$ cat src/rtl/if_fetch_pkg.sv
// Shared constants and types for the instruction-fetch stage.
package if_fetch_pkg;

    localparam int unsigned INST_ADDR_W   = 32;
    localparam int unsigned INST_W        = 32;
    localparam int unsigned STALL_W       = 6;
    localparam int unsigned FETCH_STATE_W = 2;

    typedef logic [INST_ADDR_W-1:0] inst_addr_t;
    typedef logic [INST_W-1:0]      inst_t;
    typedef logic [STALL_W-1:0]     stall_t;

    // Value of a stall bit: STOP holds the stage, NOSTOP lets it run.
    localparam logic STOP   = 1'b1;
    localparam logic NOSTOP = 1'b0;

    // Encodes as a NOP.
    localparam inst_t ZERO_WORD = '0;

    typedef enum logic [FETCH_STATE_W-1:0] {
        S_IDLE  = 2'd0,
        S_FETCH = 2'd1,
        S_HOLD  = 2'd2,
        S_DRAIN = 2'd3
    } fetch_state_e;

endpackage

$ cat src/rtl/fetch_pc_sel.sv
// Next-PC selection: flush address, then pending branch, then live branch, then pc+4.
module fetch_pc_sel
    import if_fetch_pkg::*;
(
    input  logic [31:0] pc,
    input  logic        pend_flag,
    input  logic [31:0] pend_target,
    input  logic        branch_flag,
    input  logic [31:0] branch_target,
    input  logic        flush,
    input  logic [31:0] new_pc,
    output logic [31:0] next_pc
);

    // Priority select; the increment wraps naturally at 32 bits.
    always_comb begin
        next_pc = pc + 32'd4;
        if (flush) begin
            next_pc = new_pc;
        end else if (pend_flag) begin
            next_pc = pend_target;
        end else if (branch_flag) begin
            next_pc = branch_target;
        end
    end

endmodule

$ cat src/rtl/if_fetch.sv
// Instruction-fetch stage: PC, imem handshake, stall/branch/flush handling.
// Optional feature macro: FETCH_ALIGN_CHECK_EN (misaligned fetch raises exc_adel
// instead of issuing a request).
module if_fetch
    import if_fetch_pkg::*;
#(
    parameter logic [31:0] RESET_PC = 32'h0000_0000
) (
    input  logic        clk,
    input  logic        rst,
    input  logic [5:0]  stall,
    input  logic        branch_flag,
    input  logic [31:0] branch_target,
    input  logic        flush,
    input  logic [31:0] new_pc,
    output logic        imem_req,
    output logic [31:0] imem_addr,
    input  logic        imem_ack,
    input  logic [31:0] imem_rdata,
    output logic [31:0] if_pc,
    output logic [31:0] if_inst,
    output logic        stallreq_if,
    output logic        exc_adel
);

    fetch_state_e state_q, state_d;
    logic [31:0]  pc_q, pc_d;
    logic         pend_flag_q, pend_flag_d;
    logic [31:0]  pend_target_q, pend_target_d;
    logic [31:0]  inst_buf_q, inst_buf_d;
    logic [31:0]  drain_target_q, drain_target_d;
    logic [31:0]  next_pc;
    logic         advance;
    logic         misaligned;

    // Only stall bit 0 concerns this stage.
    logic unused_stall;
    assign unused_stall = ^stall[5:1];

    fetch_pc_sel u_pc_sel (
        .pc            (pc_q),
        .pend_flag     (pend_flag_q),
        .pend_target   (pend_target_q),
        .branch_flag   (branch_flag),
        .branch_target (branch_target),
        .flush         (flush),
        .new_pc        (new_pc),
        .next_pc       (next_pc)
    );

    // Alignment check on the current PC (compiled out by default).
    always_comb begin
        misaligned = 1'b0;
`ifdef FETCH_ALIGN_CHECK_EN
        misaligned = (state_q == S_FETCH) && (pc_q[1:0] != 2'b00);
`endif
    end

    // State register and fetch bookkeeping.
    always_ff @(posedge clk or negedge rst) begin
        if (!rst) begin
            state_q        <= S_IDLE;
            pc_q           <= RESET_PC;
            pend_flag_q    <= 1'b0;
            pend_target_q  <= '0;
            inst_buf_q     <= ZERO_WORD;
            drain_target_q <= '0;
        end else begin
            state_q        <= state_d;
            pc_q           <= pc_d;
            pend_flag_q    <= pend_flag_d;
            pend_target_q  <= pend_target_d;
            inst_buf_q     <= inst_buf_d;
            drain_target_q <= drain_target_d;
        end
    end

    // Next-state and output decode.
    always_comb begin
        state_d        = state_q;
        pc_d           = pc_q;
        pend_flag_d    = pend_flag_q;
        pend_target_d  = pend_target_q;
        inst_buf_d     = inst_buf_q;
        drain_target_d = drain_target_q;
        advance        = 1'b0;
        imem_req       = 1'b0;
        imem_addr      = '0;
        if_pc          = '0;
        if_inst        = ZERO_WORD;
        stallreq_if    = 1'b0;
        exc_adel       = 1'b0;

        case (state_q)
            S_IDLE: begin
                state_d = S_FETCH;
            end
            S_FETCH: begin
                if_pc = pc_q;
                if (misaligned) begin
                    // No request; PC keeps moving so the exception path can flush.
                    exc_adel = 1'b1;
                    advance  = (stall[0] == NOSTOP);
                end else begin
                    imem_req  = 1'b1;
                    imem_addr = pc_q;
                    if (imem_ack) begin
                        if_inst = imem_rdata;
                        if (stall[0] == NOSTOP) begin
                            advance = 1'b1;
                        end else begin
                            inst_buf_d = imem_rdata;
                            state_d    = S_HOLD;
                        end
                    end else begin
                        stallreq_if = 1'b1;
                    end
                end
            end
            S_HOLD: begin
                if_pc   = pc_q;
                if_inst = inst_buf_q;
                if (stall[0] == NOSTOP) begin
                    advance = 1'b1;
                    state_d = S_FETCH;
                end
            end
            S_DRAIN: begin
                // Keep the stale request stable until memory answers it.
                if_pc       = pc_q;
                imem_req    = 1'b1;
                imem_addr   = pc_q;
                stallreq_if = 1'b1;
                if (imem_ack) begin
                    pc_d    = drain_target_q;
                    state_d = S_FETCH;
                end
            end
            default: begin
                state_d = S_IDLE;
            end
        endcase

        if (advance) begin
            pc_d        = next_pc;
            pend_flag_d = 1'b0;
        end else if (branch_flag) begin
            pend_flag_d   = 1'b1;
            pend_target_d = branch_target;
        end

        // Flush overrides everything; an unanswered request must drain first.
        if (flush) begin
            pend_flag_d = 1'b0;
            if_inst     = ZERO_WORD;
            if ((state_q == S_FETCH && !imem_ack && !misaligned) ||
                (state_q == S_DRAIN && !imem_ack)) begin
                drain_target_d = next_pc;
                state_d        = S_DRAIN;
            end else begin
                pc_d    = next_pc;
                state_d = S_FETCH;
            end
        end
    end

endmodule
$ cat config.mk
export PLATFORM = sky130hd
export DESIGN_NAME = if_fetch
export DESIGN_NICKNAME = d
export VERILOG_FILES = /design/src/rtl/if_fetch_pkg.sv /design/src/rtl/fetch_pc_sel.sv /design/src/rtl/if_fetch.sv
export SDC_FILE = /design/constraint.sdc
export NUM_CORES = 1
export LEC_CHECK = 0
export ABC_AREA = 0
export CORE_ASPECT_RATIO = 0.8
export CORE_MARGIN = 1
export CORE_UTILIZATION = 53
export DETAILED_ROUTE_END_ITERATION = 10
export PLACE_DENSITY_LB_ADDON = 0.12
export SLEW_MARGIN = 20
export SYNTH_ARGS = -nofsm -noshare
export SYNTH_HDL_FRONTEND = slang
export SYNTH_SLANG_ARGS = --single-unit
export TNS_END_PERCENT = 20
$ cat constraint.sdc
create_clock -name clk -period 3.8 [get_ports clk]
set_input_delay 0.76 -clock clk [delete_from_list [all_inputs] [get_ports clk]]
set_output_delay 0.76 -clock clk [all_outputs]
set_load 0.05 [all_outputs]
==> metrics.log <==
INFO  metric outcome = finished clean
INFO  metric place.detailed.hpwl = ~17000 um
INFO  metric ys_dominant_reg_cell = dfrtp_1
INFO  metric grt_overflow = 0
INFO  metric rsz0062_at_grt = false
INFO  metric clockRootBuffer = clkbuf_16
INFO  metric worst_skew_pair.late_latency = 0.42 ns
INFO  metric critPathRequiredTime = between 3 and 4 ns
INFO  metric clk_transition_reported_paths = roughly 0.060 ns
INFO  metric initialDrtViolationCount = between 800 and 900
INFO  metric setup.reg_to_reg.worst_slack = roughly 0.94 ns
INFO  metric post-route-min-period = between 3 and 4 ns
INFO  metric pwr_density_cell = between 900 and 1000 nW/um^2
INFO  metric power.leakage = 0.004393 uW
INFO  metric worstMarginPinSlew = 1.119 ns
INFO  metric kind_of_path_behind_the_tightest_hold_check = input pin to asynchronous set/reset pin
INFO  metric clock_sink_count = about 130
INFO  metric fin_nets = 1069
INFO  metric vias = 7182
INFO  metric finalInstanceArea = roughly 11000 sq um
INFO  metric filler_cell_count = 930
INFO  metric timing.max_slew.rel_slack = 0.2511
INFO  metric worst-r2r-cell-count = 8
INFO  metric seq_area_frac_synth = 0.4260
INFO  metric die_w = ~140 um
INFO  metric path_cells = buf_4 -> ha_1 -> inv_1 -> nor2_2 -> buf_4 -> a22oi_1 -> nor2_1 -> buf_4
INFO  metric number_of_global_route_vias_before_repair = 6889
INFO  metric cts-root-to-sink-buffers = 2
INFO  metric drcViolationCount = 0
INFO  metric placed_instance_area = between 10000 and 15000 sq um
INFO  metric fp.coreArea = approximately 14000 sq um
INFO  metric worst-endpoint-arrival = 2.51 ns
INFO  metric cap_violations = 0
INFO  metric postSynthRegisterBits = 131
INFO  metric antenna_cells_inserted = 0
INFO  metric crit_slowest_cell = ha_1
INFO  metric path_buf_inv = 4
INFO  metric initial_core_util = 0.5543
INFO  metric place_congestion = about 0.84
INFO  metric drtAntennaViolNets = 0
INFO  metric cp_num_cells = 8
INFO  metric worstSetupEndpointType = output port
INFO  metric register_area = approximately 3300 sq um
INFO  metric critical_path.reg2reg.startpoint = state_q[0]
INFO  metric drt_total_wl = between 20000 and 25000 um
INFO  metric timing.setup.critical_path_class = flip-flop to output port
INFO  metric ioPinCount = between 200 and 250
INFO  metric reg2reg_to = pend_target_q[25]
INFO  metric io_buffer_count = ~200
INFO  metric multi_input_comb_area = around 4100 sq um
INFO  metric timing.final.max_slew_violations = 0
INFO  metric num_rows = 38
INFO  metric timing.critical_path.fanout_max = 33
INFO  metric share_of_flip_flops_with_an_asynchronous_set_or_reset_after_synthesis = 1.000
INFO  metric yosysWarnings = 0
INFO  metric max_freq = just over 0.3 GHz
INFO  metric layout-drive-gt1-share = 0.2384
INFO  metric clock_tree.htree_level_count = 4
INFO  metric wl_per_cell = 21.01 um
INFO  metric area_growth_syn_to_layout = 38.28%
INFO  metric finalHoldViolCount = 0
INFO  metric cts-hold-fix-buffers = 0
INFO  metric via_to_cell_ratio = between 6 and 7
INFO  metric synth.net_count = around 890
INFO  metric dieHeight = ~110 um
INFO  metric postSynthAreaPerCell = slightly below 10 sq um
INFO  metric tritoncts_clock_tree = yes
INFO  metric ys_types = 66
INFO  metric number_of_enable_flip_flop_cells_after_synthesis = 0
INFO  metric antenna_found_initial = 0
INFO  metric floorplan.die_area = around 15000 sq um
INFO  metric grt_start_max_net_pins = 56
INFO  metric setup_total_negative_slack = 0 ns
INFO  metric finalSetupViolations = 0
INFO  metric drt_pre_antenna_iters = 5
INFO  metric start_kind = flip-flop
INFO  metric post-route-period-util = 0.8611
INFO  metric ctsResizeCount = 0
INFO  metric critical-path-max-stage-delay = ~0.36 ns
INFO  metric cp_common_cell = buf_4
INFO  metric syn-instance-count = slightly below 800
INFO  metric cts-buffers-inserted = 17
INFO  metric final.setup_skew = 0.004971 ns
INFO  metric maximum_resistive_drop_on_vdd = 716.2 uV
INFO  metric cts_setup_buffers = 0
INFO  metric critical_path.top_delay_family = buffers and inverters
INFO  metric grt_first_pass_wirelength = around 37000 um
INFO  metric grt.total_usage = 0.3286
INFO  metric synthesis.area = slightly below 8000 sq um
## layout by cell type (no fill, tap or decap), types with 13 or more instances in the layout
cell type,instances
a21oi_1,25
a22oi_1,34
a31oi_1,14
and2_1,31
buf_12,34
buf_4,53
clkbuf_16,17
clkdlybuf4s50_1,134
dfrtp_1,131
mux2_2,95
mux2i_1,18
nand2_1,68
nand3_1,24
nor2_1,56
nor2b_1,30
nor3_1,13
o21ai_0,24
o22ai_1,15
## how the worst max path moves through the flow
| stage | startpoint | end | slack [ns] |
|---|---|---|---|
| global placement | imem_ack | stallreq_if | 0.74 |
| floorplan | flush | if_inst[10] | 0.84 |
| global route | state_q[0] | if_inst[19] | 0.38 |
| detailed placement | imem_ack | if_inst[11] | 0.71 |
| CTS | state_q[0] | if_inst[11] | 0.52 |
| finish | state_q[0] | if_inst[11] | 0.53 |
## per-layer routing
layer | part of all wire | wire (um) | global-route usage
met3 | 0.095 | 2297 | 0.06639
met4 | 0.010 | 244 | 0.08968
met5 | 0 | 0 | 0
met1 | 0.40 | 9763 | 0.4453
met2 | 0.49 | 11830 | 0.5359
## registers in the layout, summed over array words and instances (netlist names)
register	count
pc_q	32
drain_target_q	32
state_q	2
inst_buf_q	32
pend_flag_q	1
pend_target_q	32
## cell usage after synthesis, drive strengths merged (2+ instances only)
| cell type | number | area share |
|---|---|---|
| dfrtp | 131 | 0.43 |
| mux2 | 95 | 0.14 |
| nand2 | 69 | 0.034 |
| nor2 | 58 | 0.029 |
| buf | 38 | 0.026 |
| a22oi | 35 | 0.034 |
| and2 | 31 | 0.025 |
| nor2b | 30 | 0.024 |
| o21ai | 30 | 0.020 |
| a21oi | 26 | 0.017 |
| clkbuf | 26 | 0.013 |
| nand3 | 25 | 0.017 |
| mux2i | 18 | 0.023 |
| o22ai | 15 | 0.012 |
| a221oi | 14 | 0.018 |
| a31oi | 14 | 0.011 |
| nor3 | 14 | 0.0098 |
| inv | 12 | 0.0059 |
| xor2 | 12 | 0.014 |
| nand4 | 10 | 0.013 |
| xnor2 | 9 | 0.010 |
| nor4 | 8 | 0.013 |
| a221o | 7 | 0.0091 |
| a211oi | 5 | 0.0049 |
| ha | 5 | 0.0081 |
| and3 | 4 | 0.0033 |
| nand2b | 4 | 0.0033 |
| or2 | 4 | 0.0033 |
| a2111oi | 3 | 0.0034 |
| o311a | 3 | 0.0039 |
| a21o | 2 | 0.0020 |
| a222oi | 2 | 0.0026 |
| a311oi | 2 | 0.0023 |
| and4 | 2 | 0.0023 |
| clkinv | 2 | 0.00098 |
| o211ai | 2 | 0.0020 |
| o31ai | 2 | 0.0020 |
## metrics by stage
step                      total power [uW]  setup slack [ns]  hold WS, ns  utilization  std cells
final                                 9974            0.5278       0.3959       0.7664       1149
after global routing                 10410            0.3836       0.4516       0.7664       1149
after floorplan                       6120            0.8374       0.4457            -        781
after detailed placement              8305            0.7059       0.4769       0.7241       1118
after CTS                             9952            0.5242       0.4221       0.7664       1149
after global placement                8112            0.7388       0.4594       0.7241       1118
## cells by family (layout without fill, tap and decap cells)
group,after synthesis,in the layout,share of synthesized area
xor gates and xnor gates,21,21,0.02390
other,1,1,0.0004873
and+or+nand+nor,261,261,0.1787
DFF,131,131,0.4260
muxes,113,113,0.1624
AOI/OAI and AO/OA,171,171,0.1553
adders and majority gates,5,5,0.008130
buffers and inverters,78,266,0.04504
## final cells by class
type / instances / area share
sequential: 131 / 0.3081
inverter: 14 / 0.004939
clock buffer: 28 / 0.05139
tap: 180 / 0.02117
multi-input combinational: 572 / 0.3832
timing repair buffer: 221 / 0.2274
clock inverter: 3 / 0.003763
## power by group
group          total (uW)  switching, uW  internal [uW]
Clock                1620            581           1030
Combinational        5760           3370           2390
Sequential           2600            590           2010
## worst reg2reg max path, delay by kind of cell, from the launching register on
family | cells | cell delay, ns
muxes | 1 | 0.37
DFF | 1 | 0.38
buffers and inverters | 3 | 0.89
AOI/OAI and AO/OA | 1 | 0.23
and+or+nand+nor | 2 | 0.68
adders and majority gates | 1 | 0.20
Power figures use the tool's default switching activity.
